<file path="src/rtl/mac_fir_pkg.sv">
// Shared definitions for the time-multiplexed FIR (mac_fir): FSM encoding,
// DSP width limits and the output round/narrow helper.
// Build option: MAC_FIR_SATURATE_EN clamps the narrowed output instead of wrapping.
package mac_fir_pkg;

  typedef enum logic [1:0] {
    ST_IDLE = 2'd0,
    ST_RUN  = 2'd1,
    ST_DONE = 2'd2
  } state_e;

  // Port widths of the mult_add DSP stage.
  localparam int MAX_DATA_W  = 18;
  localparam int MAX_COEFF_W = 25;
  localparam int MAX_ACC_W   = 48;

  // Round-half-up arithmetic shift, then narrow to out_w bits. The result is
  // returned sign-extended to MAX_ACC_W; callers keep the low out_w bits.
  function automatic logic signed [MAX_ACC_W-1:0] round_narrow(
    input logic signed [MAX_ACC_W-1:0] acc,
    input int                          shift,
    input int                          out_w
  );
    logic signed [MAX_ACC_W-1:0] rnd;
    logic signed [MAX_ACC_W-1:0] r;
`ifdef MAC_FIR_SATURATE_EN
    logic signed [MAX_ACC_W-1:0] hi;
    logic signed [MAX_ACC_W-1:0] lo;
`endif
    rnd = '0;
    if (shift > 0) rnd = MAX_ACC_W'(1) << (shift - 1);
    r = (acc + rnd) >>> shift;
`ifdef MAC_FIR_SATURATE_EN
    hi = (MAX_ACC_W'(1) << (out_w - 1)) - MAX_ACC_W'(1);
    lo = ~hi;
    if (r > hi)      r = hi;
    else if (r < lo) r = lo;
`else
    // Keep only out_w bits (two's-complement wrap), re-extended for the caller.
    r = (r <<< (MAX_ACC_W - out_w)) >>> (MAX_ACC_W - out_w);
`endif
    return r;
  endfunction

endpackage

</file>
<file path="src/rtl/mac_fir_mult_add.sv">
// mult_add: combinational signed DSP stage, p = a*b + c. All operands are
// treated as signed and sign-extended to the P width.
module mult_add #(
  parameter int A_WIDTH = 25,
  parameter int B_WIDTH = 18,
  parameter int C_WIDTH = 48,
  parameter int P_WIDTH = 48
) (
  input  logic [A_WIDTH-1:0] a,
  input  logic [B_WIDTH-1:0] b,
  input  logic [C_WIDTH-1:0] c,
  output logic [P_WIDTH-1:0] p
);

  logic signed [A_WIDTH+B_WIDTH-1:0] prod;

  // Signed multiply-add; size casts of signed operands sign-extend.
  always_comb begin
    prod = $signed(a) * $signed(b);
    p    = P_WIDTH'(prod) + P_WIDTH'($signed(c));
  end

endmodule

</file>
<file path="src/rtl/mac_fir.sv">
// mac_fir: sequential FIR, one tap per clock through a single mult_add.
// Build option: MAC_FIR_SATURATE_EN (see mac_fir_pkg::round_narrow).
//
// Handshakes: a transfer happens on a rising edge where valid and ready are
// both high. s_ready is high only in IDLE; m_valid, once high, stays high with
// m_data stable until the edge where m_ready is seen high.
module mac_fir
  import mac_fir_pkg::*;
#(
  parameter int N_TAPS      = 16,
  parameter int DATA_WIDTH  = 16,
  parameter int COEFF_WIDTH = 25,
  parameter int ACC_WIDTH   = 48,
  parameter int OUT_WIDTH   = 16,
  parameter int OUT_SHIFT   = 15
) (
  input  logic                      clk,
  input  logic                      rst_n,
  input  logic                      s_valid,
  output logic                      s_ready,
  input  logic [DATA_WIDTH-1:0]     s_data,
  output logic                      m_valid,
  input  logic                      m_ready,
  output logic [OUT_WIDTH-1:0]      m_data,
  input  logic                      coeff_we,
  input  logic [$clog2(N_TAPS)-1:0] coeff_addr,
  input  logic [COEFF_WIDTH-1:0]    coeff_data,
  output logic                      coeff_busy,
  output logic [1:0]                dbg_state_o
);

  localparam int AW = $clog2(N_TAPS);
  localparam logic [AW-1:0] K_LAST = AW'(N_TAPS - 1);

  state_e                 state_q, state_d;
  logic [AW-1:0]          k_q;
  logic [AW-1:0]          wr_ptr_q;
  logic [AW-1:0]          rd_idx;
  logic                   last_tap;
  logic [ACC_WIDTH-1:0]   acc_q;
  logic                   m_valid_q;
  logic [OUT_WIDTH-1:0]   m_data_q;
  logic [DATA_WIDTH-1:0]  delay_q [N_TAPS];
  logic [COEFF_WIDTH-1:0] coeff_q [N_TAPS];
  logic [COEFF_WIDTH-1:0] mac_a;
  logic [DATA_WIDTH-1:0]  mac_b;
  logic [ACC_WIDTH-1:0]   mac_c;
  logic [ACC_WIDTH-1:0]   mac_p;

  // FSM state register.
  always_ff @(posedge clk or negedge rst_n) begin
    if (!rst_n) state_q <= ST_IDLE;
    else        state_q <= state_d;
  end

  // FSM next state: accept a sample, walk all taps, hold result until taken.
  always_comb begin
    state_d = state_q;
    case (state_q)
      ST_IDLE: if (s_valid)               state_d = ST_RUN;
      ST_RUN:  if (last_tap)              state_d = ST_DONE;
      ST_DONE: if (m_valid_q && m_ready)  state_d = ST_IDLE;
      default:                            state_d = ST_IDLE;
    endcase
  end

  // FSM outputs and MAC operand selection; tap 0 reads the newest sample.
  always_comb begin
    s_ready    = (state_q == ST_IDLE);
    coeff_busy = (state_q == ST_RUN);
    last_tap   = (k_q == K_LAST);
    rd_idx     = wr_ptr_q - k_q;
    mac_a      = coeff_q[k_q];
    mac_b      = delay_q[rd_idx];
    mac_c      = (k_q == '0) ? '0 : acc_q;
  end

  assign m_valid     = m_valid_q;
  assign m_data      = m_data_q;
  assign dbg_state_o = state_q;

  mult_add #(
    .A_WIDTH(COEFF_WIDTH),
    .B_WIDTH(DATA_WIDTH),
    .C_WIDTH(ACC_WIDTH),
    .P_WIDTH(ACC_WIDTH)
  ) u_mult_add (
    .a(mac_a),
    .b(mac_b),
    .c(mac_c),
    .p(mac_p)
  );

  // Tap counter, write pointer and accumulator; pointer advances after the last tap.
  always_ff @(posedge clk or negedge rst_n) begin
    if (!rst_n) begin
      k_q      <= '0;
      wr_ptr_q <= '0;
      acc_q    <= '0;
    end else begin
      k_q <= (state_q == ST_RUN) ? k_q + 1'b1 : '0;
      if (state_q == ST_RUN) begin
        acc_q <= mac_p;
        if (last_tap) wr_ptr_q <= wr_ptr_q + 1'b1;
      end
    end
  end

  // Delay line and coefficient bank; coefficient writes are dropped during RUN.
  always_ff @(posedge clk or negedge rst_n) begin
    if (!rst_n) begin
      for (int i = 0; i < N_TAPS; i++) begin
        delay_q[i] <= '0;
        coeff_q[i] <= '0;
      end
    end else begin
      if (state_q == ST_IDLE && s_valid) delay_q[wr_ptr_q] <= s_data;
      if (coeff_we && state_q != ST_RUN) coeff_q[coeff_addr] <= coeff_data;
    end
  end

  // Output register: first DONE cycle loads the rounded result, handshake clears valid.
  always_ff @(posedge clk or negedge rst_n) begin
    if (!rst_n) begin
      m_valid_q <= 1'b0;
      m_data_q  <= '0;
    end else if (state_q == ST_DONE) begin
      if (!m_valid_q) begin
        m_valid_q <= 1'b1;
        m_data_q  <= OUT_WIDTH'(round_narrow(MAX_ACC_W'($signed(acc_q)), OUT_SHIFT, OUT_WIDTH));
      end else if (m_ready) begin
        m_valid_q <= 1'b0;
      end
    end
  end

endmodule

</file>
<file path="config.mk">
export PLATFORM = sky130hd
export DESIGN_NAME = mac_fir
export DESIGN_NICKNAME = d
export VERILOG_FILES = /design/src/rtl/mac_fir_pkg.sv /design/src/rtl/mac_fir_mult_add.sv /design/src/rtl/mac_fir.sv
export SDC_FILE = /design/constraint.sdc
export NUM_CORES = 2
export LEC_CHECK = 0
export CELL_PAD_IN_SITES_DETAIL_PLACEMENT = 2
export CELL_PAD_IN_SITES_GLOBAL_PLACEMENT = 2
export CORE_ASPECT_RATIO = 1.75
export CORE_UTILIZATION = 41
export DETAILED_ROUTE_END_ITERATION = 7
export PLACE_DENSITY_LB_ADDON = 0.1
export SYNTH_ARGS = -nofsm -noshare
export SYNTH_HDL_FRONTEND = slang
export SYNTH_SLANG_ARGS = --single-unit
</file>
<file path="constraint.sdc">
create_clock -name clk -period 8.25 [get_ports clk]
set_input_delay 1.65 -clock clk [delete_from_list [all_inputs] [get_ports clk]]
set_output_delay 1.65 -clock clk [all_outputs]
set_load 0.01 [all_outputs]
</file>
Word level (Yosys, flattened, before mapping):

Cells that the tools add are included.

* register bits: 731
* word-level logic and storage cells: 94

* $mul: 1
* add/sub/neg operators: 5
* bitwise operators: 5
* equal/unequal tests: 7
* reductions and logical operators: 10
* multiplexer cells: 22
* order comparisons: 6

Operators by type and width (number)
* bitwise mux 400 bit: 1
* bitwise mux 256 bit: 1
* binary-select mux 25 bit (select 4 bit): 1
* demux 25 bit (select 4 bit): 1
* two-way mux 25 bit: 3
* binary-select mux 16 bit (select 4 bit): 1
* demux 16 bit (select 4 bit): 1
* two-way mux 31 bit: 2
* adder 41 x 48 -> 48 bit: 1
* two-way mux 16 bit: 3
* two-way mux 48 bit: 1
* multiplier 25 x 16 -> 41 bit: 1
* adder 31 bit: 1
* >= comparator 5 bit (second input constant): 4
* NOT 4 -> 5 bit: 4
* less-than comparator 5 x 1 -> 1 bit (second input constant): 2
* adder 4 x 1 -> 4 bit (second input constant): 2
* two-way mux 2 bit: 3
* one-hot mux 2 bit (3 select lines): 1
* logical AND 1 bit: 5
* equality test 4 bit (second input constant): 1
* logical NOT 4 bit: 1
* two-way mux 4 bit: 1
* inequality test 2 x 1 -> 1 bit (second input constant): 2
* 9 further kinds: 12

Logic depth before layout (Yosys ltp):

* depth after elaboration: 7
* mapped depth: 37
* depth with buffers taken out: 34

Cells and area by module:

Synthesis repeated with hierarchy kept, for this count alone.

* cell total of the unflattened synthesis: 4096
* area, all modules: 50278.2 um^2

By module, submodules not included
* mac_fir: area an instance 33330.7 um^2, cells an instance 2225, seq. area each 18292.5 um^2, instances 1
* mult_add: area an instance 16947.5 um^2, cells an instance 1871, seq. area each 0.0 um^2, instances 1

Worst setup path after synthesis:

No wires, ideal clock.

* path type: reg2reg
* start: reg k_q[1]
* end: reg acc_q[30]
* period minus slack after synthesis: 8.750 ns
* slack: -0.500 ns
* data arrival time: 8.624 ns
* stages on the path, launching flop included: 34
* library setup time: 0.125 ns
* path through: dfrtp_1 buf_2 clkbuf_1 inv_2 fa_1 buf_2 buf_2 buf_2 buf_1 mux4_2 nor2b_1 a211oi_1 a21oi_1 clkbuf_1 nand2_1 fa_1 fa_1 fa_1 inv_1 fa_1 fa_1 inv_1 fa_1 inv_1 ha_1 a21o_1 a21o_1 a21o_1 a31o_2 a311oi_2 o21ai_1 a31oi_1 xnor2_1 mux2_4

* cells in the longest elaborated chain, start to end: 7
* elaborated cells on any way between the ends: 13
* those cells by class: add/sub (2); mul (1); mux (7); bitwise (2); reduce/logical (1)

Ends and longest elaborated chain
* start, declared: line mac_fir.sv:36 `logic [AW-1:0] k_q;`
* start signal, assigned: line mac_fir.sv:101 `k_q <= (state_q == ST_RUN) ? k_q + 1'b1 : '0;`
* subtractor 4 bit: line mac_fir.sv:72 `rd_idx = wr_ptr_q - k_q;`
* NOT 4 -> 5 bit (not written as such): line mac_fir.sv:74 `mac_b = delay_q[rd_idx];`
* binary-select mux 16 bit (select 4 bit): line mac_fir.sv:74
* two-way mux 16 bit (not written as such) (2 in series): line mac_fir.sv:74
* multiplier 25 x 16 -> 41 bit: line mac_fir_mult_add.sv:19 `prod = $signed(a) * $signed(b);`
* adder 41 x 48 -> 48 bit (*): line mac_fir_mult_add.sv:20 `p = P_WIDTH'(prod) + P_WIDTH'($signed(c));`
* end signal, assigned: line mac_fir.sv:103 `acc_q <= mac_p;`
* end, declared: line mac_fir.sv:40 `logic [ACC_WIDTH-1:0] acc_q;`

Every way passes the cells marked *; elsewhere a longest branch is shown, timed or not. The select of a mux whose other input is x is not followed.
A chain may end at the register's enable or synchronous reset.

Worst setup path after layout:

* start: reg k_q[0]
* end: reg acc_q[30]

Same word-level chain as after synthesis.

==> flow_summary_export.csv <==
group,metric,value,unit
worst_setup_path,worst_path_most_repeated_cell,"sky130_fd_sc_hd__fa_1",
power,cellPowerDensity,456,mW/mm²
grt,grt_max_degree,185,
place,dp.cells,4802,
route,detailroute.via_count,27300,
place,hpwl,96.0,mm
route,wirelength,138,mm
grt,first_global_vias,33400,
cts,holdBufCountCts,0,
worst_setup_path,reg2regPathDepth,30,
layout,final_instance_count_without_filler_cells,4963,
route,wire_per_inst,27.9,µm
layout,multi_input_comb_area,0.0243,mm²
worst_setup_path,timing.setup.critical_path_class,"flop to flop",
layout,design.final.nets,4020,
flow_run,max_cap_viol_count,0,
sta,slew_at_the_pin_closest_to_its_max_slew_limit,1.13,ns
sta,final_clock_skew,0.0322,ns
worst_setup_path,crit_path_max_fanout,9,
worst_setup_path,cp.buffers_inverters,9,
synthesis,synth.lib_cells_used.distinct,56,
die,core_region_area,0.106,mm²
sta,timing.final.hold_violations,0,
layout,regArea,0.0179,mm²
worst_setup_path,critical_path.reg2reg.endpoint,"acc_q[30]$_DFFE_PN0P_",
worst_setup_path,start_kind,"flop",
cts,tritoncts,"built",
layout,layout.filler_cells,10200,
sta,slew_violations,0,
die,num_rows,158,
worst_hold_path,worst_hold_path.endpoint,"acc_q[2]$_DFFE_PN0P_",
die,top_level_ports,71,
worst_setup_path,worst-endpoint-required,8.81,ns
cts,htree_num_levels,3,
route,avgViaCountPerCell,5.51,
synthesis,post-synth-top-area-cell,"sky130_fd_sc_hd__dfrtp_1",
die,die_x,250,µm
synthesis,syn-cell-area,0.0442,mm²
power,netSwitchingFraction,43.4,%
sta,min_period_over_period,97.4,%
place,buffer_ports.inserted,70,
cts,worst_skew_pair.late_latency,0.69,ns
sta,unrepaired_setup_endpoints_after_global_routing,"true",
synthesis,synth_largest_type_area_fraction,40.5,%
worst_setup_path,worst_path_max_delay_cell,"sky130_fd_sc_hd__fa_1",
power,power_switching,9.97,mW
synthesis,instance_count_of_the_mapped_netlist,3438,
synthesis,syn-num-nets,3911,
grt,grt_first_pass_wirelength,212,mm
sta,achievable-frequency,124,MHz
synthesis,synth.yosys.warnings,0,
power,cellInternalPower,13.0,mW
die,initial_utilization,41.5,%
sta,final_period_minus_worst_setup_slack,8.03,ns
layout,layout-area-overhead-vs-synth,14.2,%
grt,groute.usage.overall,26.2,%
synthesis,netlist_top_cells_area,"sky130_fd_sc_hd__dfrtp_1 40%, sky130_fd_sc_hd__mux2_2 17%, sky130_fd_sc_hd__fa_1 14%, sky130_fd_sc_hd__mux4_2 9.2%, sky130_fd_sc_hd__inv_1 3.3%",
power,relative_contribution_of_sequential_cells_to_total_power,22.7,%
cts,cts-buffers-inserted,74,
worst_setup_path,arrival,8.60,ns
synthesis,syn-mean-instance-area,12.8,µm²
route,drc,0,
cts,clk_path_buf_depth,3,
place,gp_routability_congestion,0.851,
worst_hold_path,holdCritStartpoint,"acc_q[2]$_DFFE_PN0P_",
worst_setup_path,critPathMaxStageDelay,0.59,ns
die,dieArea,0.109,mm²
outcome,status,"finished, final reports clean",
synthesis,sequential_element_share_of_the_synthesized_area,40.5,%
synthesis,synthArstFlopShare,100,%
cts,cts.sink_count,714,
route,number_of_detailed_routing_iterations_run_before_antenna_repair,5,
worst_setup_path,r2r_start,"k_q[0]$_DFF_PN0_",
route,drtAntennaViolNets,0,
power,ir_worst_vdd,0.273,mV
worst_setup_path,worst_path_dominant_cell_family,"adder cells",
worst_setup_path,critPathCaptureType,"flop",
cts,cts_root_buffer,"sky130_fd_sc_hd__clkbuf_16",
power,power_frac_comb,61.8,%
synthesis,post_synth_most_frequent_cells,"714 x sky130_fd_sc_hd__dfrtp_1, 667 x sky130_fd_sc_hd__mux2_2, 390 x sky130_fd_sc_hd__inv_1",
layout,drive_gt1_share,34.5,%
sta,final-setup-viol-count,0,
sta,slew_limit_headroom,25.0,%
synthesis,number_of_synthesized_register_bits,714,
power,clock_power_share,15.5,%
grt,grt_overflow,0,
worst_setup_path,r2r_slack,0.22,ns
power,leakagePower,24.1,nW
die,dieHeight,436,µm
synthesis,yosysMostFrequentCell,"sky130_fd_sc_hd__dfrtp_1",
worst_hold_path,timing.hold.worst.class,"flop to flop",
worst_hold_path,whs_path_depth,2,
route,initialDrtViolationCount,1077,
power,fin_total_pwr,23.0,mW
cts,clk_pin_slew,0.07,ns
synthesis,synth-edff-count,0,
grt,antenna_found_initial,5,
synthesis,synthFlopType,"sky130_fd_sc_hd__dfrtp_1",
through the flow:
stage | setup TNS [ns] | hold WS, ns | worst slack [ns] | instance area [µm²] | util, %
finish | 0 | 0.476 | 0.217 | 50400 | 47.4
global route | -0.0587 | 0.503 | -0.0559 | 50400 | 47.4
CTS | 0 | 0.487 | 0.00956 | 50000 | 47.0
detailed placement | -0.346 | 0.471 | -0.146 | 47200 | 44.4
global placement | -0.0269 | 0.451 | -0.0158 | 47200 | 44.4
floorplan | 0 | 0.438 | 0.0447 | 44200 | -
power by group through the flow:
stage                     clock, mW  combinational, mW  sequential [mW]
after global placement            0               13.1             5.15
final                          3.56               14.2             5.22
after CTS                      3.67               14.1             5.23
after global routing           3.78               15.6             5.35
after detailed placement          0               13.7             5.29
after floorplan                   0               8.79             5.02
layout by cell type, fill, tap and decap left out, drive strengths merged, types with 11 or more instances in the layout:
master and instances:
nand2b 11, inv 402, mux4 180, clkdlybuf4s50 69
nand2 277, buf 175, fa 318, a21o 19
xnor2 43, and2 36, dfrtp 714, mux2i 39
mux2 668, nor2b 85, o21ai 40, xor2 29
a21oi 41, and3 13, nand3 13, clkinv 15
nor2 126, clkbuf 111, ha 105
worst reg2reg max path, delay by kind of cell, from the launching register on:
kind,cells,cell delay [ns]
xor+xnor,8,1.62
fa+ha+maj,8,3.65
buf+inv,9,1.06
flops,1,0.52
mux,4,0.88
simple gates,1,0.20
layout make-up:
type	instances	area share, %
multi-input cells	2107	48.1
diodes	2	0.00993
clock buffers	109	4.37
flip-flops and latches	714	35.5
repair buffers	247	4.93
clock inverters	21	0.710
well taps	1360	3.38
inverters	403	3.02
how the worst max path moves through the flow:
stage | start | to | slack [ns] | cells past startpoint
CTS | wr_ptr_q[0]$_DFFE_PN0P_ | acc_q[30]$_DFFE_PN0P_ | 0.01 | 30
global route | k_q[0]$_DFF_PN0_ | acc_q[29]$_DFFE_PN0P_ | -0.06 | 30
global placement | wr_ptr_q[0]$_DFFE_PN0P_ | acc_q[24]$_DFFE_PN0P_ | -0.02 | 30
finish | k_q[0]$_DFF_PN0_ | acc_q[30]$_DFFE_PN0P_ | 0.22 | 30
floorplan | k_q[1]$_DFF_PN0_ | acc_q[30]$_DFFE_PN0P_ | 0.04 | 33
detailed placement | wr_ptr_q[0]$_DFFE_PN0P_ | acc_q[24]$_DFFE_PN0P_ | -0.15 | 31
registers in the layout (all words and copies together), names as in the netlist:
name and cells:
coeff_q 400, delay_q 256, k_q 4, acc_q 31
wr_ptr_q 4, m_data 16, m_valid 1, dbg_state_o 2
cells by family after synthesis:
group | after synthesis | share of synthesized area [%]
buffers and inverters | 617 | 5.53
adders and majority gates | 423 | 17.4
xor gates and xnor gates | 74 | 1.56
muxes | 887 | 27.1
AOI/OAI and AO/OA | 131 | 1.82
and+or+nand+nor | 592 | 6.12
DFF | 714 | 40.5
layer usage:
layer	global-route usage, %	part of all wire (%)	vias up
met3	3.07	2.4	220
met4	9.67	3.5	6
met5	0	0.028	-
met2	51.7	58	353
met1	28.0	36	15100
li1	-	-	11700
timing repair:
item	4_1_cts	5_1_grt
pin swaps	4	23
setup endpoints to repair	5	9
setup buffers	12	13
resized for setup	19	52
gates cloned	3	1
Power figures use the tool's default switching activity.
